## src/rtl/wb_init_pkg.sv

```systemverilog
// Shared types and helpers for the Wishbone command initiator.
//   state_e  : initiator FSM states
//   status_e : response status codes as seen on o_rsp_status
//   sel_to_mask : expands 4 byte enables into a 32-bit data mask
package wb_init_pkg;

  typedef enum logic [1:0] {
    S_IDLE = 2'b00,
    S_BUS  = 2'b01,
    S_GAP  = 2'b10,
    S_RESP = 2'b11
  } state_e;

  typedef enum logic [1:0] {
    ST_OK      = 2'b00,
    ST_ERR     = 2'b01,
    ST_TIMEOUT = 2'b10
  } status_e;

  // Bit i of sel enables byte lane i (bits 8*i+7 .. 8*i).
  function automatic logic [31:0] sel_to_mask(input logic [3:0] sel);
    logic [31:0] m;
    m = 32'h0000_0000;
    for (int i = 0; i < 4; i++) begin
      m[8*i +: 8] = {8{sel[i]}};
    end
    return m;
  endfunction

endpackage

```

## src/rtl/wb_wait_timer.sv

```systemverilog
// Saturating wait counter used to detect a bus slave that never answers.
//   clk, rst_n : clock, asynchronous active-low reset
//   clr_i      : synchronous clear to zero (wins over en_i)
//   en_i       : count one wait cycle
//   expired_o  : high when the current enabled tick brings the count to LIMIT
// LIMIT = 0 disables expiry; the counter then still saturates and never wraps.
module wb_wait_timer #(
  parameter int LIMIT = 16
) (
  input  logic clk,
  input  logic rst_n,
  input  logic clr_i,
  input  logic en_i,
  output logic expired_o
);

  localparam int            CW   = (LIMIT > 0) ? $clog2(LIMIT + 1) : 1;
  localparam logic [CW-1:0] SAT  = (LIMIT > 0) ? CW'(LIMIT) : {CW{1'b1}};
  localparam logic [CW-1:0] LAST = (LIMIT > 0) ? CW'(LIMIT - 1) : {CW{1'b0}};

  logic [CW-1:0] cnt_q, cnt_d;

  // Next count: clear, saturating increment, or hold.
  always_comb begin
    cnt_d = cnt_q;
    if (clr_i) begin
      cnt_d = {CW{1'b0}};
    end else if (en_i && (cnt_q != SAT)) begin
      cnt_d = cnt_q + CW'(1);
    end else begin
      cnt_d = cnt_q;
    end
  end

  // Count register.
  always_ff @(posedge clk or negedge rst_n) begin
    if (!rst_n) begin
      cnt_q <= {CW{1'b0}};
    end else begin
      cnt_q <= cnt_d;
    end
  end

  // The tick that moves the count from LIMIT-1 to LIMIT is the expiring one,
  // so a slave gets exactly LIMIT bus cycles.
  assign expired_o = (LIMIT > 0) && en_i && (cnt_q == LAST);

endmodule

```

## src/rtl/wb_cmd_initiator.sv

```systemverilog
// Wishbone-classic 32-bit bus master, one outstanding transfer.
// A command accepted on the cmd valid/ready port becomes one Wishbone cycle;
// the outcome is returned on the rsp valid/ready port.
//   clk, rst_n          : clock, asynchronous active-low reset
//   i_cmd_valid/o_cmd_ready, i_cmd_we/adr/sel/dat : command port
//   o_rsp_valid/i_rsp_ready, o_rsp_dat/status      : response port (00 OK, 01 ERR, 10 TIMEOUT)
//   o_wb_adr/sel/we/dat/cyc/stb, i_wb_dat/ack/err  : Wishbone master bus
// Slave errors are retried up to RETRY_MAX times with a one-cycle cyc-low gap;
// TIMEOUT_CYC bus cycles without ack/err abort the transfer (0 disables).
module wb_cmd_initiator
  import wb_init_pkg::*;
#(
  parameter int TIMEOUT_CYC = 16,
  parameter int RETRY_MAX   = 2
) (
  input  logic        clk,
  input  logic        rst_n,
  input  logic        i_cmd_valid,
  output logic        o_cmd_ready,
  input  logic        i_cmd_we,
  input  logic [31:0] i_cmd_adr,
  input  logic [3:0]  i_cmd_sel,
  input  logic [31:0] i_cmd_dat,
  output logic        o_rsp_valid,
  input  logic        i_rsp_ready,
  output logic [31:0] o_rsp_dat,
  output logic [1:0]  o_rsp_status,
  output logic [31:0] o_wb_adr,
  output logic [3:0]  o_wb_sel,
  output logic        o_wb_we,
  output logic [31:0] o_wb_dat,
  output logic        o_wb_cyc,
  output logic        o_wb_stb,
  input  logic [31:0] i_wb_dat,
  input  logic        i_wb_ack,
  input  logic        i_wb_err
);

  localparam int            RW        = (RETRY_MAX > 0) ? $clog2(RETRY_MAX + 1) : 1;
  localparam logic [RW-1:0] RETRY_LIM = RW'(RETRY_MAX);

  state_e        state_q, state_d;
  logic [RW-1:0] retry_q, retry_d;
  status_e       status_q, status_d;
  logic [31:0]   rsp_dat_q, rsp_dat_d;
  logic          we_q;
  logic [31:0]   adr_q, dat_q;
  logic [3:0]    sel_q;
  logic          rdy_q, cyc_q, rsp_valid_q;
  logic          cmd_take_s, tmr_clr_s, tmr_en_s, tmr_expired_s;

  wb_wait_timer #(
    .LIMIT(TIMEOUT_CYC)
  ) u_timer (
    .clk      (clk),
    .rst_n    (rst_n),
    .clr_i    (tmr_clr_s),
    .en_i     (tmr_en_s),
    .expired_o(tmr_expired_s)
  );

  // Next-state, retry/status/response-data decisions and timer control.
  always_comb begin
    state_d    = state_q;
    retry_d    = retry_q;
    status_d   = status_q;
    rsp_dat_d  = rsp_dat_q;
    cmd_take_s = 1'b0;
    tmr_clr_s  = 1'b0;
    tmr_en_s   = 1'b0;
    case (state_q)
      S_IDLE: begin
        if (i_cmd_valid) begin
          cmd_take_s = 1'b1;
          tmr_clr_s  = 1'b1;
          retry_d    = {RW{1'b0}};
          state_d    = S_BUS;
        end else begin
          state_d = S_IDLE;
        end
      end
      S_BUS: begin
        // err outranks a simultaneous ack
        if (i_wb_err) begin
          if (retry_q < RETRY_LIM) begin
            retry_d = retry_q + RW'(1);
            state_d = S_GAP;
          end else begin
            status_d  = ST_ERR;
            rsp_dat_d = 32'h0000_0000;
            state_d   = S_RESP;
          end
        end else if (i_wb_ack) begin
          status_d  = ST_OK;
          rsp_dat_d = we_q ? 32'h0000_0000 : (i_wb_dat & sel_to_mask(sel_q));
          state_d   = S_RESP;
        end else begin
          tmr_en_s = 1'b1;
          if (tmr_expired_s) begin
            status_d  = ST_TIMEOUT;
            rsp_dat_d = 32'h0000_0000;
            state_d   = S_RESP;
          end else begin
            state_d = S_BUS;
          end
        end
      end
      S_GAP: begin
        tmr_clr_s = 1'b1;
        state_d   = S_BUS;
      end
      S_RESP: begin
        if (i_rsp_ready) begin
          state_d = S_IDLE;
        end else begin
          state_d = S_RESP;
        end
      end
      default: begin
        state_d = S_IDLE;
      end
    endcase
  end

  // FSM state, retry count and response registers.
  always_ff @(posedge clk or negedge rst_n) begin
    if (!rst_n) begin
      state_q   <= S_IDLE;
      retry_q   <= {RW{1'b0}};
      status_q  <= ST_OK;
      rsp_dat_q <= 32'h0000_0000;
    end else begin
      state_q   <= state_d;
      retry_q   <= retry_d;
      status_q  <= status_d;
      rsp_dat_q <= rsp_dat_d;
    end
  end

  // Handshake/bus flags registered from the next state so they switch on the
  // same edge as the FSM (cyc drops on the edge that leaves BUS).
  always_ff @(posedge clk or negedge rst_n) begin
    if (!rst_n) begin
      rdy_q       <= 1'b1;
      cyc_q       <= 1'b0;
      rsp_valid_q <= 1'b0;
    end else begin
      rdy_q       <= (state_d == S_IDLE);
      cyc_q       <= (state_d == S_BUS);
      rsp_valid_q <= (state_d == S_RESP);
    end
  end

  // Command capture; held stable for the whole transfer including retries.
  always_ff @(posedge clk or negedge rst_n) begin
    if (!rst_n) begin
      we_q  <= 1'b0;
      adr_q <= 32'h0000_0000;
      sel_q <= 4'h0;
      dat_q <= 32'h0000_0000;
    end else if (cmd_take_s) begin
      we_q  <= i_cmd_we;
      adr_q <= i_cmd_adr;
      sel_q <= i_cmd_sel;
      dat_q <= i_cmd_dat;
    end else begin
      we_q  <= we_q;
      adr_q <= adr_q;
      sel_q <= sel_q;
      dat_q <= dat_q;
    end
  end

  assign o_cmd_ready  = rdy_q;
  assign o_rsp_valid  = rsp_valid_q;
  assign o_rsp_dat    = rsp_dat_q;
  assign o_rsp_status = status_q;
  assign o_wb_adr     = adr_q;
  assign o_wb_sel     = sel_q;
  assign o_wb_we      = we_q;
  assign o_wb_dat     = dat_q;
  assign o_wb_cyc     = cyc_q;
  assign o_wb_stb     = cyc_q;

endmodule

```

## config.mk

```make
export PLATFORM = sky130hd
export DESIGN_NAME = wb_cmd_initiator
export DESIGN_NICKNAME = d
export VERILOG_FILES = /design/src/rtl/wb_init_pkg.sv /design/src/rtl/wb_wait_timer.sv /design/src/rtl/wb_cmd_initiator.sv
export SDC_FILE = /design/constraint.sdc
export NUM_CORES = 1
export LEC_CHECK = 0
export ABC_AREA = 1
export BUFFER_PORTS_ARGS = -buffer_cell sky130_fd_sc_hd__buf_2
export CAP_MARGIN = 20
export CELL_PAD_IN_SITES_DETAIL_PLACEMENT = 1
export CELL_PAD_IN_SITES_GLOBAL_PLACEMENT = 1
export CORE_MARGIN = 8
export CORE_UTILIZATION = 30
export CTS_CLUSTER_DIAMETER = 50
export DETAILED_ROUTE_END_ITERATION = 10
export HOLD_SLACK_MARGIN = 0.02
export PLACE_DENSITY_LB_ADDON = 0.1
export SETUP_SLACK_MARGIN = 0.02
export SLEW_MARGIN = 10
export SYNTH_ARGS = -nofsm -noshare
export SYNTH_HDL_FRONTEND = slang
export SYNTH_SLANG_ARGS = --single-unit
```

## constraint.sdc

```tcl
create_clock -name clk -period 1.61 [get_ports clk]
set_clock_uncertainty 0.1 [all_clocks]
set_input_delay 0.161 -clock clk [delete_from_list [all_inputs] [get_ports clk]]
set_output_delay 0.161 -clock clk [all_outputs]
set_load 0.05 [all_outputs]
```

; Yosys cells after proc, flatten, opt, wreduce, memory -nomap -nowiden
; Cells that the tools add are included.
[op_classes]
n_addsub = 2
mul = 0
div = 0
magnitude_cmp = 1
eq_ne = 11
n_shift = 0
muxes = 28
n_bitwise = 1
n_reduce_logical = 9
[op_table]
columns = cell, n
row1 = 32-bit 2-to-1 mux, 5
row2 = 32-bit AND, 1
row3 = 2-bit 2-to-1 mux, 11
row4 = 5-bit 2-to-1 mux, 2
row5 = 2-bit != test (second input constant), 4
row6 = 2-bit one-hot mux with 4 select lines, 1
row7 = 1-bit 2-to-1 mux, 7
row8 = 2-bit equality test (second input constant), 3
row9 = 5-bit by 1-bit adder with 5-bit output (second input constant), 1
row10 = 5-bit by 4-bit equality test with 1-bit output (second input constant), 1
row11 = 5-bit != test (second input constant), 1
row12 = 2-bit by 1-bit equality test with 1-bit output (second input constant), 2
row13 = 2-bit zero test, 2
row14 = 2-bit one-hot mux with 2 select lines, 1
row15 = 4-bit AND reduction, 1
row16 = 2-bit nonzero test, 2
row17 = 3-bit AND reduction, 1
row18 = 3-bit nonzero test, 1
row19 = 2-bit by 1-bit adder with 2-bit output (second input constant), 1
row20 = 1-bit logical AND, 2
row21 = 2-bit less-than comparator (second input constant), 1
row22 = 1-bit one-hot mux with 2 select lines, 1
[word_totals]
register_bits = 115
latchBits = 0
ram_bits = 0
romBits = 0
in_bits = 107
output_inout_bits = 107
word_cells = 64
memories = 0

; Logic depth before layout (Yosys ltp)
; Gate-level depths: netlist (run 1).
[depth]
depth_word = 9
depth_mapped = 11
mapped_depth_nobuf = 9

; Cells and area by module
; From an unflattened synthesis (run 1), not the netlist that was laid out.
[hier_totals]
cells_unflattened = 594
hier_area_um2 = 4991.0
[modules_own_cells]
columns = module, n_inst, cells_each, area_each_um2, seq_area_each_um2
row1 = wb_cmd_initiator, 1, 555, 4643.2, 2753.9
row2 = wb_wait_timer, 1, 39, 347.8, 125.1

; Worst setup path after synthesis (run 1)
; No wires, ideal clock.
[synth_timing]
path_type = register to register
from = register u_timer.cnt_q[0]
to = register rsp_dat_q[12], in the netlist o_rsp_dat[12]
setup_ps = 130
arrival_ps = 1443
required_time_ps = 1380
slack_ps = -63
stages_incl_launch_ff = 10
n_path_buf = 1
period_less_slack_ps = 1673
cell_sequence = dfrtp_1 > ha_1 > nand2_1 > nor2_1 > ha_1 > inv_1 > nand2_1 > nand3_2 > clkbuf_1 > o21ai_1
[synth_between]
elab_chain_cells = 4
[synth_lines]
columns = item, line
row1 = "start, declared", wb_wait_timer.sv:21  ; logic [CW-1:0] cnt_q, cnt_d;
row2 = "start signal, assigned", wb_wait_timer.sv:38  ; cnt_q <= {CW{1'b0}};
row3 = "start signal, assigned", wb_wait_timer.sv:40  ; cnt_q <= cnt_d;
row4 = 5-bit by 4-bit equality test with 1-bit output, wb_wait_timer.sv:46  ; assign expired_o = (LIMIT > 0) && en_i && (cnt_q == LAST);
row5 = 1-bit logical AND, wb_wait_timer.sv:46
row6 = 3-bit nonzero test (no source line), -
row7 = 3-bit AND reduction (no source line), -
row8 = "end signal, assigned", wb_cmd_initiator.sv:136  ; rsp_dat_q <= rsp_dat_d;
row9 = "end, declared", wb_cmd_initiator.sv:45  ; logic [31:0] rsp_dat_q, rsp_dat_d;
; No other way between the ends.
; A chain may end at the register's enable or synchronous reset.

; Worst setup path in the final report (run 1)
[layout_timing]
from = register u_timer.cnt_q[1]
to = register rsp_dat_q[15], in the netlist o_rsp_dat[15]
; The elaborated chain is that of the path after synthesis.

==> results of run 1 <==
[registers in the layout, indices dropped and copies added (netlist names)]
register	cells
o_rsp_dat	32
o_wb_adr	32
o_wb_dat	32
u_timer.cnt_q	5
o_wb_sel	4
o_rsp_status	2
retry_q	2
state_q	2
o_cmd_ready	1
o_rsp_valid	1
o_wb_cyc	1
o_wb_we	1
[cell usage after synthesis, types with 2 or more instances]
cell / count
a21oi_1: 5
buf_1: 4
buf_2: 14
buf_6: 4
clkbuf_1: 9
dfrtp_1: 114
ha_1: 3
inv_1: 17
nand2_1: 193
nand3_1: 110
nor2_1: 18
o21ai_0: 6
o21ai_1: 29
o21ai_2: 2
[through the flow]
stage | cell area [sq um] | utilization (%) | setup TNS [ns]
after global routing | 8400 | 53.4 | -9.99
after CTS | 8250 | 52.5 | -3.52
final | 8400 | 53.4 | -6.14
after floorplan | 4760 | - | -0.766
after detailed placement | 6220 | 39.6 | -2.71
after global placement | 6220 | 39.6 | -0.507
[cell type report]
type                       count  share of cell area, %
tap                          216                   3.22
timing repair buffer         356                   31.3
clock inverter                 9                   2.06
multi-input combinational    373                   22.4
inverter                      18                  0.805
antenna                        1                 0.0298
sequential                   115                   34.3
clock buffer                  23                   5.93
[where the power goes]
group          switching (mW)  total, mW  internal [mW]
registers               0.742       4.79           4.05
clock network            1.33       4.27           2.94
logic                    6.61       9.03           2.41
total                    8.68       18.1           9.41
[cells by family (layout without fill, tap and decap cells)]
family | count (synthesis) | count (layout)
flip-flops | 115 | 115
AND/OR/NAND/NOR | 326 | 327
other | 0 | 1
XOR/XNOR | 1 | 1
adder cells (fa/ha/maj) | 3 | 3
buffers and inverters | 50 | 406
AO/OA/AOI/OAI | 42 | 42
[worst max path at each step]
stage / end / slack, ns / cells after the start
4_1_cts: o_rsp_dat[23]$_DFFE_PN0P_ / -0.13 / 11
3_3_place_gp: o_rsp_dat[3]$_DFFE_PN0P_ / -0.03 / 10
3_5_place_dp: o_rsp_dat[6]$_DFFE_PN0P_ / -0.11 / 10
5_1_grt: o_rsp_dat[15]$_DFFE_PN0P_ / -0.32 / 11
6_report: o_rsp_dat[15]$_DFFE_PN0P_ / -0.22 / 11
2_1_floorplan: o_rsp_dat[25]$_DFFE_PN0P_ / -0.03 / 11
[repair_timing]
action                                 4_1_cts  5_1_grt
setup endpoints to repair                   33       40
hold buffers                               105        0
cloned                                       7        0
buffers inserted                             6        3
pin swaps                                    2        6
resized for setup                           24       47
endpoints found under the hold margin      219        0
[placed cells by master, fill, tap and decap left out, types with 8 or more instances in the layout]
cell	synthesis	layout
nand2_2	0	16
dlygate4sd3_1	0	105
buf_12	0	8
buf_4	1	21
nor2_1	18	14
nand2_1	193	169
nand3_1	110	110
o21ai_2	2	20
dfrtp_1	114	114
nand2_4	0	8
buf_2	14	212
clkbuf_16	0	17
o21ai_1	29	11
inv_1	17	16
[metal layers]
metal	share of wire, %	vias to the layer above	track usage, %
met5	0	-	0
met2	50	183	33.2
met1	40	2538	22.0
met3	7.7	34	7.08
li1	-	2438	-
met4	2.5	0	7.52
[worst max-delay path, stage by stage (launching register included)]
cell and delay [ns]:
dfrtp_1 0.36, ha_2 0.20, nand2_2 0.05, nor2_2 0.10, ha_2 0.18, inv_2 0.05, nand2_4 0.09, nand3_4 0.13
buf_12 0.19, buf_12 0.14, nand2_4 0.06, o21ai_2 0.06
==> flow_summary.yaml, run 1 <==
outcome:
  status: "finished with violations"
  violations: "negative setup slack"
floorplanning:
  rows: 46
  dieArea_sq_mm: 0.0202
  die_w_microns: 142
  start_util_pct: 30.3
  io_pins: 214
  dieHeight_microns: 142
  core_sq_mm: 0.0157
place:
  io_buffers: 213
  hpwl_mm: 12.2
  dp.cells: 959
  preCtsSetupSlack_ns: -0.106
  gp_congestion: 0.754
sta:
  whs_ns: 0.0993
  setup_viol: 37
  fin_crit_ns: 1.83
  max_slew_margin_pct: 66.2
  finalCritPeriodShare_pct: 114
  finalMaxSlewViolations: 0
  tightest_slew_ns: 0.503
  setup_ws_ns: -0.223
  rsz0062_at_grt: "true"
  hold_viol: 0
  timing.fmax_mhz: 545
power_and_ir_drop:
  pwr_density_cell_mw_per_mm2: 2150
  p_leak_nw: 4.43
  ir_worst_vdd_uv: 905
  p_total_mw: 18.1
logic_synthesis:
  yosys_register_bits: 115
  synth_area_sq_mm: 0.00476
  yosysWarningCount: 0
  synth_fa_ha_area_share_pct: 0.788
  syn_inst: 537
  synth-simple-area-share_pct: 29.0
  yosysSeqAreaShare_pct: 60.5
  synth_cell_type_count: 23
  synth_mux_area_share_pct: 0
  synth_top_family_by_area: "simple AND/OR/NAND/NOR gates"
  synthFlopType: "dfrtp_1"
  avgSynthCellArea_sq_um: 8.87
  syn_nets: 647
  synth_edf_count: 0
  synth_compound_area_share_pct: 4.57
  synth_xor_area_share_pct: 0.184
  yosys-top-cells-area: "dfrtp_1 (60%), nand2_1 (15%), nand3_1 (12%), o21ai_1 (3.0%), buf_2 (1.5%)"
  yosys.area.top_type: "dfrtp_1"
  ys_async_sr_fraction_pct: 100
  synth_top_area_share_pct: 59.9
route:
  drtPass1Iterations: 4
  vias: 5193
  drc: 0
  routed_via_density: 4.67
  ant_nets: 0
  wire_per_inst_microns: 17.4
  wl_mm: 19.3
  drtIter0Drc: 154
clocking:
  h-tree-depth: 4
  cts_tree: "built"
  numCtsBuffers: 17
  clk_pin_slew_ns: 0.05
  cts.path.max_buffers: 2
  cts_sinks: 115
  clk_latency_ns: 0.41
  root_buffer: "clkbuf_16"
final_layout:
  multi_input_area_sq_mm: 0.00188
  instances_no_fill: 1111
  fillers: 1829
  syn_to_final_growth_pct: 76.3
  num-nets-final: 991
  drive_gt1_share_pct: 38.0
  seqCellArea_sq_mm: 0.00288
worst_setup_path:
  r2r-start: "u_timer.cnt_q[1]$_DFFE_PN0P_"
  reg2reg_slack_ns: -0.22
  crit_arrival_ns: 2.03
  r2r_end: "o_rsp_dat[15]$_DFFE_PN0P_"
  startpoint_type: "flip-flop"
  required_ns: 1.81
  cp-startpoint: "u_timer.cnt_q[1]$_DFFE_PN0P_"
  worst_setup_path_end_kind: "flip-flop"
  reg2reg_depth: 11
  crit_fanout: 5
  crit_type: "reg -> reg"
grt:
  grt_first_pass_wirelength_mm: 30.9
  grt.overflow.total: 0
  antenna_found_initial: 1
  first_global_vias: 5752
  grt_util_all_layers_pct: 19.5
  grt_max_degree: 40
min_path:
  hp-class: "in -> async"
flow_run:
  cap_violations: 0
(Power assumes the default switching activity.)
==> run 2, diff against run 1 <==
--- a/config.mk
+++ b/config.mk
@@ -14,6 +14,7 @@
 export CORE_UTILIZATION = 30
 export CTS_CLUSTER_DIAMETER = 50
 export DETAILED_ROUTE_END_ITERATION = 10
+export GPL_TIMING_DRIVEN = 0
 export HOLD_SLACK_MARGIN = 0.02
 export PLACE_DENSITY_LB_ADDON = 0.1
 export SETUP_SLACK_MARGIN = 0.02
==> run 2 against run 1 <==
  * The run still ends with negative setup slack left
  * Cell area decreased by 5.0%
  * Sequential share of layout area increased by 1.8 points
  * Total power shrank 4.5%
  * Final cell count unchanged
  * Largest cell class unchanged
==> flow_summary.yaml, run 2 (synthesized netlist as in run 1, its figures left out) <==
worst_setup_path:
  crit_type: "reg -> reg"
  crit_arrival_ns: 1.92
  worst_setup_path_end_kind: "flip-flop"
  startpoint_type: "flip-flop"
  crit_fanout: 10
  required_ns: 1.80
grt:
  first_global_vias: 5614
  antenna_found_initial: 0
  grt_max_degree: 64
  grt.overflow.total: 0
  grt_first_pass_wirelength_mm: 30.0
  grt_util_all_layers_pct: 18.8
route:
  ant_nets: 0
  vias: 5058
  drtIter0Drc: 188
  drc: 0
  drtPass1Iterations: 4
  wire_per_inst_microns: 16.5
  wl_mm: 18.3
  routed_via_density: 4.55
final_layout:
  num-nets-final: 992
  num_antenna_cells: 0
  drive_gt1_share_pct: 32.7
  syn_to_final_growth_pct: 67.5
  final_cell_mix: "buf_2 (225), nand2_1 (188), dfrtp_1 (113), nand3_1 (110), dlygate4sd3_1 (106)"
  fillers: 1890
  final_area_sq_mm: 0.00797
  seqCellArea_sq_mm: 0.00288
  multi_input_area_sq_mm: 0.00168
  layout_commonest_cell: "buf_2"
  instances_no_fill: 1111
sta:
  max_slew_margin_pct: 57.7
  fin_crit_ns: 1.73
  timing.fmax_mhz: 576
  tns_ns: -3.39
  rsz0062_at_grt: "true"
  hold_viol: 0
  finalMaxSlewViolations: 0
  setup_viol: 39
  finalCritPeriodShare_pct: 108
  setup_ws_ns: -0.125
  tightest_slew_ns: 0.633
power_and_ir_drop:
  p_comb_share_pct: 48.1
  ir_worst_vdd_uv: 1090
  p_seq_share_pct: 27.4
  pwr_density_cell_mw_per_mm2: 2170
  p_leak_nw: 4.24
  p_total_mw: 17.3
  switching_share_pct: 48.2
  p_clk_share_pct: 24.5
  p_sw_mw: 8.34
  p_int_mw: 8.95
outcome:
  violations: "negative setup slack"
  status: "finished with violations"
place:
  gp_congestion: 0.740
  preCtsSetupSlack_ns: -0.280
  dp.cells: 967
  hpwl_mm: 12.4
  io_buffers: 213
  dpl_cell_area_sq_mm: 0.00613
clocking:
  clk_pin_slew_ns: 0.05
  cts_sinks: 115
  cts.path.max_buffers: 2
  cts_tree: "built"
  root_buffer: "clkbuf_16"
  numCtsBuffers: 17
  clk_latency_ns: 0.41
  h-tree-depth: 4
floorplanning:
  die_w_microns: 142
  rows: 46
  core_sq_mm: 0.0157
  dieHeight_microns: 142
  dieArea_sq_mm: 0.0202
  start_util_pct: 30.3
  io_pins: 214
flow_run:
  cap_violations: 0
min_path:
  hp-class: "in -> reg"
-- run 2: path summary, 6_finish.rpt --
| path | start | endpoint | slack [ns] | cells past startpoint |
|---|---|---|---|---|
| max in group asynchronous | rst_n | o_cmd_ready$_DFF_PN1_ | 0.50 | 3 |
| worst min-delay path | i_wb_err | o_rsp_status[1]$_DFFE_PN0P_ | 0.08 | 4 |
| worst max-delay path | u_timer.cnt_q[1]$_DFFE_PN0P_ | o_rsp_dat[14]$_DFFE_PN0P_ | -0.12 | 11 |
| worst max register to register | u_timer.cnt_q[1]$_DFFE_PN0P_ | o_rsp_dat[14]$_DFFE_PN0P_ | -0.12 | 11 |
| min in group asynchronous | rst_n | o_rsp_dat[6]$_DFFE_PN0P_ | 0.17 | 2 |
| worst min register to register | o_wb_adr[20]$_DFFE_PN0P_ | o_wb_adr[20]$_DFFE_PN0P_ | 0.37 | 2 |
-- run 2: stage by stage --
step	hold WS (ns)	util (%)
6_report	0.0786	50.7
5_1_grt	0.0857	50.7
4_1_cts	0.0519	50.5
3_5_place_dp	0.0537	39.0
3_3_place_gp	0.294	38.8
2_1_floorplan	-0.235	-
-- run 2: power groups by stage --
| stage | Clock (mW) | Combinational (mW) | Sequential (mW) |
|---|---|---|---|
| floorplan | 0 | 1.98 | 8.47 |
| global placement | 0 | 7.86 | 4.69 |
| detailed placement | 0 | 7.97 | 4.75 |
| CTS | 4.33 | 8.33 | 4.72 |
| global route | 4.46 | 8.92 | 4.89 |
| finish | 4.23 | 8.31 | 4.73 |
-- run 2: area by class of cell --
class	count	share of cell area, %
tap	216	3.39
clock buffer	23	6.25
timing repair buffer	326	27.7
sequential	115	36.1
multi-input combinational	372	21.1
clock inverter	9	2.17
inverter	18	0.847
buffer	32	2.45
-- run 2: critical path, stage by stage, from the launching register on --
cell	delay [ns]
dfrtp_1	0.35
ha_2	0.18
nand2_1	0.06
nor2_1	0.11
ha_1	0.16
inv_2	0.05
nand2_2	0.09
nand3_4	0.10
buf_8	0.16
buf_8	0.14
nand2_1	0.06
o21ai_1	0.06
-- run 2: routing by layer --
layer,up-vias,wire length [microns],track usage (%)
met4,0,248,6.16
met1,2449,7500,21.3
met5,-,0,0
met2,153,9210,32.2
li1,2437,-,-
met3,19,1370,6.94
-- run 2: repair_timing --
item	in CTS	in global routing
pin swaps	1	3
setup buffers	5	1
hold buffers	106	0
setup endpoints to repair	106	111
endpoints found under the hold margin	158	0
gates resized for setup	11	14
==> run 3, diff against run 2 <==
--- a/config.mk
+++ b/config.mk
@@ -10,6 +10,7 @@
 export CAP_MARGIN = 20
 export CELL_PAD_IN_SITES_DETAIL_PLACEMENT = 1
 export CELL_PAD_IN_SITES_GLOBAL_PLACEMENT = 1
+export CORE_ASPECT_RATIO = 0.6
 export CORE_MARGIN = 8
 export CORE_UTILIZATION = 30
 export CTS_CLUSTER_DIAMETER = 50
==> run 3 against run 2 <==
  * The run still ends with negative setup slack left
  * Critical path type unchanged
  * Final cell count down 0.99%
  * Clock power about the same
  * Die area up 0.65%
  * Routed wire length up 3.7%
  * Cell area up 2.2%
  * Largest cell class unchanged
  * Sequential share of layout area down 0.77 points
  * Combinational power up 4.6%
  * Sequential cell count unchanged
==> flow_summary.yaml, run 3 (synthesized netlist as in run 1, its figures left out) <==
power_and_ir_drop:
  p_int_mw: 9.00
  switching_share_pct: 49.1
  p_clk_share_pct: 23.8
  p_leak_nw: 4.31
  p_comb_share_pct: 49.1
  p_sw_mw: 8.68
  p_total_mw: 17.7
  p_seq_share_pct: 27.1
  ir_worst_vdd_uv: 1190
  pwr_density_cell_mw_per_mm2: 2170
grt:
  grt_first_pass_wirelength_mm: 30.1
  top_usage_layer: "met2"
  antenna_found_initial: 0
  grtUsageMet2_pct: 29.4
  grtUsageMet3_pct: 5.25
  grt.overflow.total: 0
  first_global_vias: 5671
  grt_util_all_layers_pct: 18.6
  use_met1_pct: 24.1
  grt_max_degree: 66
worst_setup_path:
  crit_type: "reg -> reg"
  crit_arrival_ns: 1.99
  reg2reg_depth: 10
  required_ns: 1.83
  startpoint_type: "flip-flop"
  crit_fanout: 10
  reg2reg_slack_ns: -0.16
  r2r-start: "u_timer.cnt_q[0]$_DFFE_PN0P_"
  worst_setup_path_end_kind: "flip-flop"
  r2r_end: "o_rsp_dat[6]$_DFFE_PN0P_"
  cp-startpoint: "u_timer.cnt_q[0]$_DFFE_PN0P_"
route:
  drtIter0Drc: 237
  wl_mm: 19.0
  drc: 0
  vias: 5082
  routed_via_density: 4.62
  ant_nets: 0
  drtPass1Iterations: 4
  wire_per_inst_microns: 17.3
final_layout:
  num-nets-final: 994
  syn_to_final_growth_pct: 71.1
  num_antenna_cells: 0
  layout_commonest_cell: "buf_2"
  final_cell_mix: "buf_2 (225), nand2_1 (171), dfrtp_1 (113), nand3_1 (110), dlygate4sd3_1 (104)"
  fillers: 1817
  drive_gt1_share_pct: 36.7
clocking:
  root_buffer: "clkbuf_16"
  clk_pin_slew_ns: 0.05
  cts.path.max_buffers: 2
  clk_latency_ns: 0.40
  h-tree-depth: 4
  cts_sinks: 115
  cts_tree: "built"
  numCtsBuffers: 17
floorplanning:
  die_w_microns: 179
  dieArea_sq_mm: 0.0203
  core_sq_mm: 0.0154
  start_util_pct: 30.9
  rows: 35
  dieHeight_microns: 114
  io_pins: 214
place:
  hpwl_mm: 13.4
  gp_congestion: 0.804
  io_buffers: 213
sta:
  tightest_slew_ns: 0.653
  setup_viol: 40
  fin_crit_ns: 1.77
  rsz0062_at_grt: "true"
  finalCritPeriodShare_pct: 110
  timing.fmax_mhz: 566
  finalMaxSlewViolations: 0
  setup_ws_ns: -0.157
  max_slew_margin_pct: 56.3
  whs_ns: 0.0411
  hold_viol: 0
min_path:
  min_from: "i_wb_ack"
  hp-class: "in -> reg"
  min_delay_path_depth: 4
  whs_endpoint: "o_rsp_status[1]$_DFFE_PN0P_"
flow_run:
  cap_violations: 0
outcome:
  status: "finished with violations"
  violations: "negative setup slack"
-- run 3: changes by cell type in the layout (fill, tap and decap cells not counted), moves of 4 or more --
| cell | previous run | this run |
|---|---|---|
| nand2_2 | 4 | 17 |
| nand2_1 | 188 | 171 |
| o21ai_2 | 2 | 20 |
| clkbuf_2 | 5 | 1 |
| nand2_4 | 1 | 5 |
| o21ai_1 | 29 | 14 |
-- run 3: power by group through the flow --
stage	registers, mW	clock network [mW]	logic (mW)
4_1_cts	4.75	4.29	8.51
2_1_floorplan	8.47	0	1.98
6_report	4.80	4.20	8.69
3_3_place_gp	4.71	0	7.88
3_5_place_dp	4.79	0	8.03
5_1_grt	4.95	4.42	9.27
-- run 3: timing repair --
item | in CTS | in global routing
buffers inserted | 6 | 2
gates cloned | 1 | 1
setup endpoints to repair | 104 | 112
hold endpoints to repair | 155 | 0
pin swaps | 3 | 5
hold buffers | 104 | 0
gates resized for setup | 24 | 45
-- run 3: worst max path at each step --
stage                                 to  cells past startpoint
4_1_cts        o_rsp_dat[16]$_DFFE_PN0P_                     11
3_3_place_gp    o_wb_dat[12]$_DFFE_PN0P_                      1
6_report        o_rsp_dat[6]$_DFFE_PN0P_                     10
2_1_floorplan  o_rsp_dat[25]$_DFFE_PN0P_                     11
3_5_place_dp   o_rsp_dat[25]$_DFFE_PN0P_                     11
5_1_grt         o_rsp_dat[3]$_DFFE_PN0P_                     10
-- run 3: per-layer routing --
metal | routed length, microns | up-vias
li1 | - | 2452
met1 | 8630 | 2464
met2 | 8820 | 146
met3 | 1290 | 20
met4 | 270 | 0
met5 | 0 | -
-- run 3: critical path, stage by stage (launching register included) --
cell     delay, ns
dfrtp_1       0.41
ha_4          0.16
nand2_2       0.05
nor2_2        0.09
ha_2          0.17
inv_2         0.04
nand2_2       0.08
nand3_4       0.09
buf_4         0.17
buf_4         0.18
o21ai_1       0.14
-- run 3: layout make-up --
cell class	instances	area, sq um	share of cell area [%]
repair buffers	328	2270	27.8
flip-flops and latches	115	2880	35.4
plain buffers	32	209	2.57
multi-input cells	372	1820	22.3
well taps	203	254	3.12
inverters	18	67.6	0.829
clock inverters	12	204	2.50
clock buffers	20	447	5.48
-- run 3: stage by stage --
stage | instances | util [%] | worst slack (ns) | area [sq um] | TNS [ns]
after detailed placement | 954 | 39.7 | -0.368 | 6120 | -16.11
final | 1100 | 52.8 | -0.157 | 8150 | -4.55
after floorplan | 537 | - | -0.0310 | 4760 | -0.766
after CTS | 1097 | 51.7 | -0.177 | 7970 | -5.44
after global placement | 953 | 39.5 | -1.26 | 6080 | -154.83
after global routing | 1100 | 52.8 | -0.238 | 8150 | -13.39
